==> config.mk <==
export PLATFORM = sky130hd
export DESIGN_NAME = im_fetch_mem_flat
export DESIGN_NICKNAME = d
export VERILOG_FILES = /design/src/rtl/im_fetch_mem_if.sv /design/src/rtl/im_fetch_mem.sv /design/src/flat_wrapper.sv
export SDC_FILE = /design/constraint.sdc
export NUM_CORES = 2
export LEC_CHECK = 0
export CORE_MARGIN = 2
export CORE_UTILIZATION = 44
export CTS_CLUSTER_DIAMETER = 60
export CTS_CLUSTER_SIZE = 16
export DETAILED_ROUTE_END_ITERATION = 12
export GPL_TIMING_DRIVEN = 1
export PLACE_DENSITY = 0.7
export SLEW_MARGIN = 20
export SYNTH_ARGS = -nofsm -noshare
export SYNTH_HDL_FRONTEND = slang
export SYNTH_SLANG_ARGS = --single-unit
==> constraint.sdc <==
create_clock -name clk -period 6.25 [get_ports clk]
set_input_delay 0.9375 -clock clk [delete_from_list [all_inputs] [get_ports clk]]
set_output_delay 0.9375 -clock clk [all_outputs]
set_load 0.005 [all_outputs]
==> src/rtl/im_fetch_mem_if.sv <==
// Fetch/load bus of the writable instruction store: PC request side plus program-load port.
interface im_fetch_mem_if #(
  parameter int DATA_W  = 32,
  parameter int ADDR_W  = 32,
  parameter int LOAD_AW = 6
);
  logic [ADDR_W-1:0]  PC_in;
  logic               req;
  logic               stall;
  logic               load_en;
  logic [LOAD_AW-1:0] load_addr;
  logic [DATA_W-1:0]  load_data;
  logic [DATA_W-1:0]  instruction;
  logic               instr_valid;
  logic               fault;

  modport master (
    output PC_in, req, stall, load_en, load_addr, load_data,
    input  instruction, instr_valid, fault
  );

  modport slave (
    input  PC_in, req, stall, load_en, load_addr, load_data,
    output instruction, instr_valid, fault
  );
endinterface

==> src/rtl/im_fetch_mem.sv <==
// Writable word-addressed instruction store read by byte PC, with 1- or 2-cycle read
// pipeline, stall hold and misaligned/out-of-range fault reporting.
module im_fetch_mem #(
  parameter int                DATA_W  = 32,
  parameter int                ADDR_W  = 32,
  parameter int                DEPTH   = 64,
  parameter int                LATENCY = 1,
  parameter logic [DATA_W-1:0] NOP     = '0
) (
  input  logic           clk,
  input  logic           rst,
  im_fetch_mem_if.slave  bus
);

  localparam int AW = (DEPTH > 1) ? $clog2(DEPTH) : 1;
  localparam int WW = ADDR_W - 2;

  generate
    if (LATENCY != 1 && LATENCY != 2) begin : g_bad_latency
      $error("im_fetch_mem: LATENCY must be 1 or 2");
    end
    if (DEPTH < 2) begin : g_bad_depth
      $error("im_fetch_mem: DEPTH must be at least 2");
    end
  endgenerate

  logic [DATA_W-1:0] mem [DEPTH];

  logic [WW-1:0]     widx;
  logic              misaligned;
  logic              oor;
  logic              bad;
  logic              accept;
  logic [AW-1:0]     ridx;
  logic [DATA_W-1:0] rd_word;

  always_comb begin
    widx       = bus.PC_in[ADDR_W-1:2];
    misaligned = |bus.PC_in[1:0];
    oor        = ({32'd0, widx} >= (WW+32)'(DEPTH));
    bad        = misaligned | oor;
    accept     = bus.req & ~bus.stall & ~rst;
    // Out-of-range indices are steered to word 0 so the array is never addressed past DEPTH.
    ridx       = oor ? '0 : widx[AW-1:0];
    rd_word    = mem[ridx];
  end

  // Program load: independent of reset, stall and fetch traffic; contents survive reset.
  always_ff @(posedge clk) begin
    if (bus.load_en && ({1'b0, bus.load_addr} < (AW+1)'(DEPTH))) begin
      mem[bus.load_addr] <= bus.load_data;
    end
  end

  // ---- stage 1: array read (read-first against a same-edge load) ----
  logic              vld_p1;
  logic              flt_p1;
  logic [DATA_W-1:0] dat_p1;

  always_ff @(posedge clk) begin
    if (rst) begin
      vld_p1 <= 1'b0;
      flt_p1 <= 1'b0;
      dat_p1 <= NOP;
    end else if (!bus.stall) begin
      vld_p1 <= accept;
      flt_p1 <= accept & bad;
      dat_p1 <= (accept && !bad) ? rd_word : NOP;
    end
  end

  // ---- stage 2: optional output register ----
  generate
    if (LATENCY == 2) begin : g_lat2
      logic              vld_p2;
      logic              flt_p2;
      logic [DATA_W-1:0] dat_p2;

      always_ff @(posedge clk) begin
        if (rst) begin
          vld_p2 <= 1'b0;
          flt_p2 <= 1'b0;
          dat_p2 <= NOP;
        end else if (!bus.stall) begin
          vld_p2 <= vld_p1;
          flt_p2 <= flt_p1;
          dat_p2 <= dat_p1;
        end
      end

      assign bus.instr_valid = vld_p2;
      assign bus.fault       = flt_p2;
      assign bus.instruction = dat_p2;
    end else begin : g_lat1
      assign bus.instr_valid = vld_p1;
      assign bus.fault       = flt_p1;
      assign bus.instruction = dat_p1;
    end
  endgenerate

endmodule

==> src/flat_wrapper.sv <==
// flat-port wrapper written by rule: the top's interface ports become plain ports
module im_fetch_mem_flat 
#(
  parameter int                DATA_W  = 32,
  parameter int                ADDR_W  = 32,
  parameter int                DEPTH   = 64,
  parameter int                LATENCY = 1,
  parameter logic [DATA_W-1:0] NOP     = '0
)
  (clk, rst, bus_PC_in, bus_req, bus_stall, bus_load_en, bus_load_addr, bus_load_data, bus_instruction, bus_instr_valid, bus_fault);
  im_fetch_mem_if #(.DATA_W(DATA_W), .ADDR_W(ADDR_W), .LOAD_AW(6)) bus_i ();
  input  logic clk;
  input  logic rst;
  input wire logic [$bits(bus_i.PC_in)-1:0] bus_PC_in;
  input wire logic [$bits(bus_i.req)-1:0] bus_req;
  input wire logic [$bits(bus_i.stall)-1:0] bus_stall;
  input wire logic [$bits(bus_i.load_en)-1:0] bus_load_en;
  input wire logic [$bits(bus_i.load_addr)-1:0] bus_load_addr;
  input wire logic [$bits(bus_i.load_data)-1:0] bus_load_data;
  output wire logic [$bits(bus_i.instruction)-1:0] bus_instruction;
  output wire logic [$bits(bus_i.instr_valid)-1:0] bus_instr_valid;
  output wire logic [$bits(bus_i.fault)-1:0] bus_fault;
  assign bus_i.PC_in = bus_PC_in;
  assign bus_i.req = bus_req;
  assign bus_i.stall = bus_stall;
  assign bus_i.load_en = bus_load_en;
  assign bus_i.load_addr = bus_load_addr;
  assign bus_i.load_data = bus_load_data;
  assign bus_instruction = bus_i.instruction;
  assign bus_instr_valid = bus_i.instr_valid;
  assign bus_fault = bus_i.fault;
  im_fetch_mem #(.DATA_W(DATA_W), .ADDR_W(ADDR_W), .DEPTH(DEPTH), .LATENCY(LATENCY), .NOP(NOP)) u_core (.clk(clk), .rst(rst), .bus(bus_i));
endmodule
==> metrics.txt <==
# TYPE chip_impl_metric gauge
chip_impl_info{name="run_status",value="complete, no violations"} 1
chip_impl_metric{name="worst_ep_required_time",unit="ns"} 6.90
chip_impl_metric{name="chipWidth",unit="µm"} 436
chip_impl_info{name="timing.hold.worst.class",value="flip-flop to flip-flop"} 1
chip_impl_metric{name="arrival_time_of_data_at_the_critical_path_endpoint",unit="ns"} 5.69
chip_impl_info{name="path_class",value="input pin to flip-flop"} 1
chip_impl_metric{name="finalHoldWorstSlack",unit="ns"} 0.536
chip_impl_metric{name="asyncSetResetFlopFracSynth",unit=""} 0
chip_impl_metric{name="drt_iter0_markers",unit=""} 8285
chip_impl_metric{name="route.antenna.remaining_nets",unit=""} 0
chip_impl_metric{name="period_utilisation_layout",unit=""} 0.805
chip_impl_metric{name="synthAdderAreaFrac",unit=""} 0
chip_impl_metric{name="grt_pass1_vias",unit=""} 49200
chip_impl_metric{name="drt-total-wl",unit="µm"} 259000
chip_impl_metric{name="num_io_pins",unit=""} 109
chip_impl_metric{name="cts-htree-levels",unit=""} 4
chip_impl_metric{name="area_growth_syn_to_layout",unit="%"} 11.7
chip_impl_metric{name="final_cell_area",unit="mm²"} 0.0919
chip_impl_metric{name="critical_path_peak_fanout",unit=""} 37
chip_impl_metric{name="syn_area",unit="mm²"} 0.0823
chip_impl_metric{name="synth_fp_nets",unit=""} 5312
chip_impl_metric{name="fp-row-count",unit=""} 158
chip_impl_metric{name="cts_inserted_buffers",unit=""} 151
chip_impl_metric{name="layout.filler_cells",unit=""} 15100
chip_impl_metric{name="grt_antenna_before_repair",unit=""} 15
chip_impl_info{name="synth_top_family_by_area",value="compound AO/OA/AOI/OAI gates"} 1
chip_impl_metric{name="slew_viol_final",unit=""} 0
chip_impl_metric{name="ys_seq_elements",unit=""} 2082
chip_impl_info{name="critPathLaunchType",value="input pin"} 1
chip_impl_metric{name="cap_violations",unit=""} 0
chip_impl_metric{name="sequential_fraction_of_the_synthesis_area",unit=""} 0.756
chip_impl_metric{name="first_pass_grt_wire_length",unit="µm"} 362000
chip_impl_metric{name="clock_transition_at_path_regs",unit="ns"} 0.07
chip_impl_info{name="cpMaxStageDelayCell",value="sky130_fd_sc_hd__o32ai_1"} 1
chip_impl_metric{name="detailed_place_hpwl",unit="µm"} 149000
chip_impl_metric{name="route.detailed.wl_per_inst",unit="µm"} 32.8
chip_impl_metric{name="setup_slack",unit="ns"} 1.22
chip_impl_metric{name="ys_warn_count",unit=""} 0
chip_impl_metric{name="vdd_drop_max",unit="mV"} 0.273
chip_impl_metric{name="layout_cells_sized_above_1",unit=""} 0.119
chip_impl_metric{name="crit_path_max_incr_delay",unit="ns"} 1.06
chip_impl_info{name="grt_setup_unrepaired",value="false"} 1
chip_impl_metric{name="synthesized_area_fraction_occupied_by_xor_and_xnor_cells",unit=""} 0
chip_impl_metric{name="count_of_mapped_cells_out_of_synthesis",unit=""} 5237
chip_impl_metric{name="place.gp.congestion",unit=""} 0.980
chip_impl_metric{name="tightest_slew",unit="ns"} 1.34
chip_impl_metric{name="fp.dieArea",unit="mm²"} 0.190
chip_impl_metric{name="min_period",unit="ns"} 5.03
chip_impl_info{name="timing.critical_path.to_type",value="flip-flop"} 1
chip_impl_metric{name="grt_remaining_overflow",unit=""} 0
chip_impl_metric{name="placed_cell_area",unit="mm²"} 0.0873
chip_impl_metric{name="slew-limit-headroom",unit=""} 0.104
chip_impl_metric{name="clock.fmax",unit="MHz"} 199
chip_impl_metric{name="power-per-cell-area",unit="mW/mm²"} 281
chip_impl_metric{name="leakage",unit="nW"} 28.4
chip_impl_metric{name="fin_nets",unit=""} 5392
chip_impl_metric{name="fin_total_pwr",unit="mW"} 25.9
chip_impl_metric{name="clk-insertion-delay-late",unit="ns"} 0.83
chip_impl_info{name="path_cells",value="clkdlybuf4s50_1 -> nor4_4 -> nand2_2 -> or4_4 -> buf_4 -> o221ai_1 -> o21a_1 -> a31oi_1 -> o32ai_1 -> o21ai_1"} 1
chip_impl_metric{name="portBuffers",unit=""} 108
chip_impl_metric{name="grt_usage",unit=""} 0.264
chip_impl_info{name="ctsRootBufferMaster",value="sky130_fd_sc_hd__clkbuf_16"} 1
chip_impl_metric{name="detail_route.vias_per_cell",unit=""} 6.54
chip_impl_metric{name="syn-mean-instance-area",unit="µm²"} 15.7
chip_impl_metric{name="timing.final.hold_violations",unit=""} 0
chip_impl_metric{name="synth_simple_gate_area_share",unit=""} 0.0520
chip_impl_info{name="tritoncts",value="yes"} 1
chip_impl_metric{name="clk_path_buf_depth",unit=""} 3
chip_impl_metric{name="dr_total_vias",unit=""} 51600
chip_impl_metric{name="clock_sink_count",unit=""} 2082
chip_impl_metric{name="synth-edff-count",unit=""} 2048
chip_impl_metric{name="post_cts_buffers",unit=""} 0
chip_impl_metric{name="chipHeight",unit="µm"} 436
chip_impl_metric{name="drc_errors",unit=""} 0
chip_impl_metric{name="drt_pass1_iterations",unit=""} 6
chip_impl_metric{name="initial_standard_cell_utilization_of_the_core",unit=""} 0.443
chip_impl_metric{name="synth_cell_type_count",unit=""} 65
chip_impl_info{name="ys_flop_type",value="sky130_fd_sc_hd__edfxtp_1"} 1
chip_impl_metric{name="final.setup_skew",unit="ns"} 0.0330
chip_impl_metric{name="cts_hold_buf",unit=""} 0
chip_impl_metric{name="mux_cell_area_share_after_synthesis",unit=""} 0.0544
chip_impl_metric{name="tns",unit="ns"} 0
chip_impl_metric{name="postcts_resize_cnt",unit=""} 0
chip_impl_metric{name="setup_viol",unit=""} 0
chip_impl_metric{name="pin_count_of_the_biggest_net_entering_global_routing",unit=""} 140
chip_impl_metric{name="synth_compound_gate_area_share",unit=""} 0.118
chip_impl_metric{name="dpl_worst_slack",unit="ns"} 0.807
chip_impl_metric{name="core_area",unit="mm²"} 0.186
final cells by class:
| cell class | count | area (µm²) | share of cell area |
|---|---|---|---|
| timing repair buffer | 327 | 3040 | 0.0331 |
| inverter | 8 | 32.5 | 0.000354 |
| tap | 2480 | 3100 | 0.0338 |
| clock inverter | 23 | 238 | 0.00259 |
| antenna | 4 | 10.0 | 0.000109 |
| multi-input combinational | 2747 | 19100 | 0.208 |
| clock buffer | 210 | 4150 | 0.0452 |
| sequential | 2082 | 62200 | 0.677 |
worst max-delay path: cells and delay by family:
family,cells,cell delay [ns]
AND/OR/NAND/NOR,3,2.20
buffers and inverters,2,0.84
AO/OA/AOI/OAI,5,1.65
flip-flops by register name (all words and copies together), names as in the netlist:
signal	count
u_core.bus.fault	1
u_core.bus.instr_valid	1
u_core.bus.instruction	32
u_core.mem	2048
stage by stage:
step	instances	util
detailed placement	7637	0.470
floorplan	5237	-
global placement	7635	0.470
finish	7881	0.495
CTS	7870	0.494
global route	7877	0.495
synthesized netlist by cell type (all sizes together), types with 6 or more instances:
cell type	instances	area share
edfxtp	2048	0.75
nor2	409	0.019
mux2i	348	0.042
clkbuf	274	0.013
a21oi	271	0.016
nand2	258	0.012
o21ai	222	0.014
a221oi	166	0.018
o221ai	159	0.017
buf	126	0.0070
a31oi	101	0.0077
mux2	74	0.010
or3	73	0.0056
a211oi	62	0.0057
o32ai	59	0.0063
a221o	49	0.0060
nor3	44	0.0027
nor2b	42	0.0032
o22ai	41	0.0031
o21a	38	0.0035
nand4	37	0.0028
dfxtp	34	0.0083
a21boi	27	0.0025
a31o	27	0.0029
a41oi	27	0.0029
nand3	25	0.0015
nor4	18	0.0018
o2111ai	18	0.0019
or4	17	0.0016
o311ai	16	0.0017
a2111o	15	0.0021
a211o	15	0.0016
o311a	15	0.0018
o31ai	14	0.0013
o211ai	13	0.0012
and2	7	0.00053
mux4	7	0.0019
inv	6	0.00027
nand2b	6	0.00046
cells in the final DEF, fill, tap and decap left out, types with 73 or more instances in the layout:
| master | n |
|---|---|
| sky130_fd_sc_hd__mux2_2 | 74 |
| sky130_fd_sc_hd__a221oi_1 | 166 |
| sky130_fd_sc_hd__buf_4 | 185 |
| sky130_fd_sc_hd__clkbuf_16 | 157 |
| sky130_fd_sc_hd__edfxtp_1 | 2048 |
| sky130_fd_sc_hd__a31oi_1 | 101 |
| sky130_fd_sc_hd__o21ai_0 | 191 |
| sky130_fd_sc_hd__nand2_1 | 255 |
| sky130_fd_sc_hd__a21oi_1 | 270 |
| sky130_fd_sc_hd__or3_1 | 73 |
| sky130_fd_sc_hd__nor2_1 | 342 |
| sky130_fd_sc_hd__mux2i_1 | 348 |
| sky130_fd_sc_hd__o221ai_1 | 159 |
routing by layer:
layer  vias to the layer above  wire [µm]  global-route usage
met5                         -        235             0.00832
met4                         6      20600               0.181
met3                       684      28600              0.0572
met2                      3639     119000               0.409
met1                     26000      90400               0.332
li1                      21200          -                   -
final timing paths:
| check | slack, ns | cells after the start | end | from |
|---|---|---|---|---|
| worst min-delay path | 0.54 | 2 | u_core.bus.instruction[14] | u_core.bus.instruction[14] |
| worst min register to register | 0.54 | 2 | u_core.bus.instruction[14] | u_core.bus.instruction[14] |
| worst max-delay path | 1.22 | 10 | u_core.bus.instruction[17] | bus_PC_in[10] |
| worst max register to register | 2.98 | 8 | u_core.bus.instruction[17] | u_core.mem[17][17] |
logic make-up (layout without fill, tap and decap cells):
| family | Yosys count | count (layout) |
|---|---|---|
| buffers and inverters | 408 | 568 |
| muxes | 429 | 429 |
| and+or+nand+nor | 951 | 951 |
| other | 0 | 4 |
| AOI/OAI and AO/OA | 1367 | 1367 |
| DFF | 2082 | 2082 |
power by group:
group,switching (mW),leakage (nW),total (mW),internal (mW)
Clock,4.69,2.12,9.40,4.71
Combinational,0.771,7.60,1.01,0.240
Sequential,0.0245,18.7,15.4,15.4
Total,5.49,28.4,25.9,20.4
Note: power is estimated with default switching activity, not from simulation.
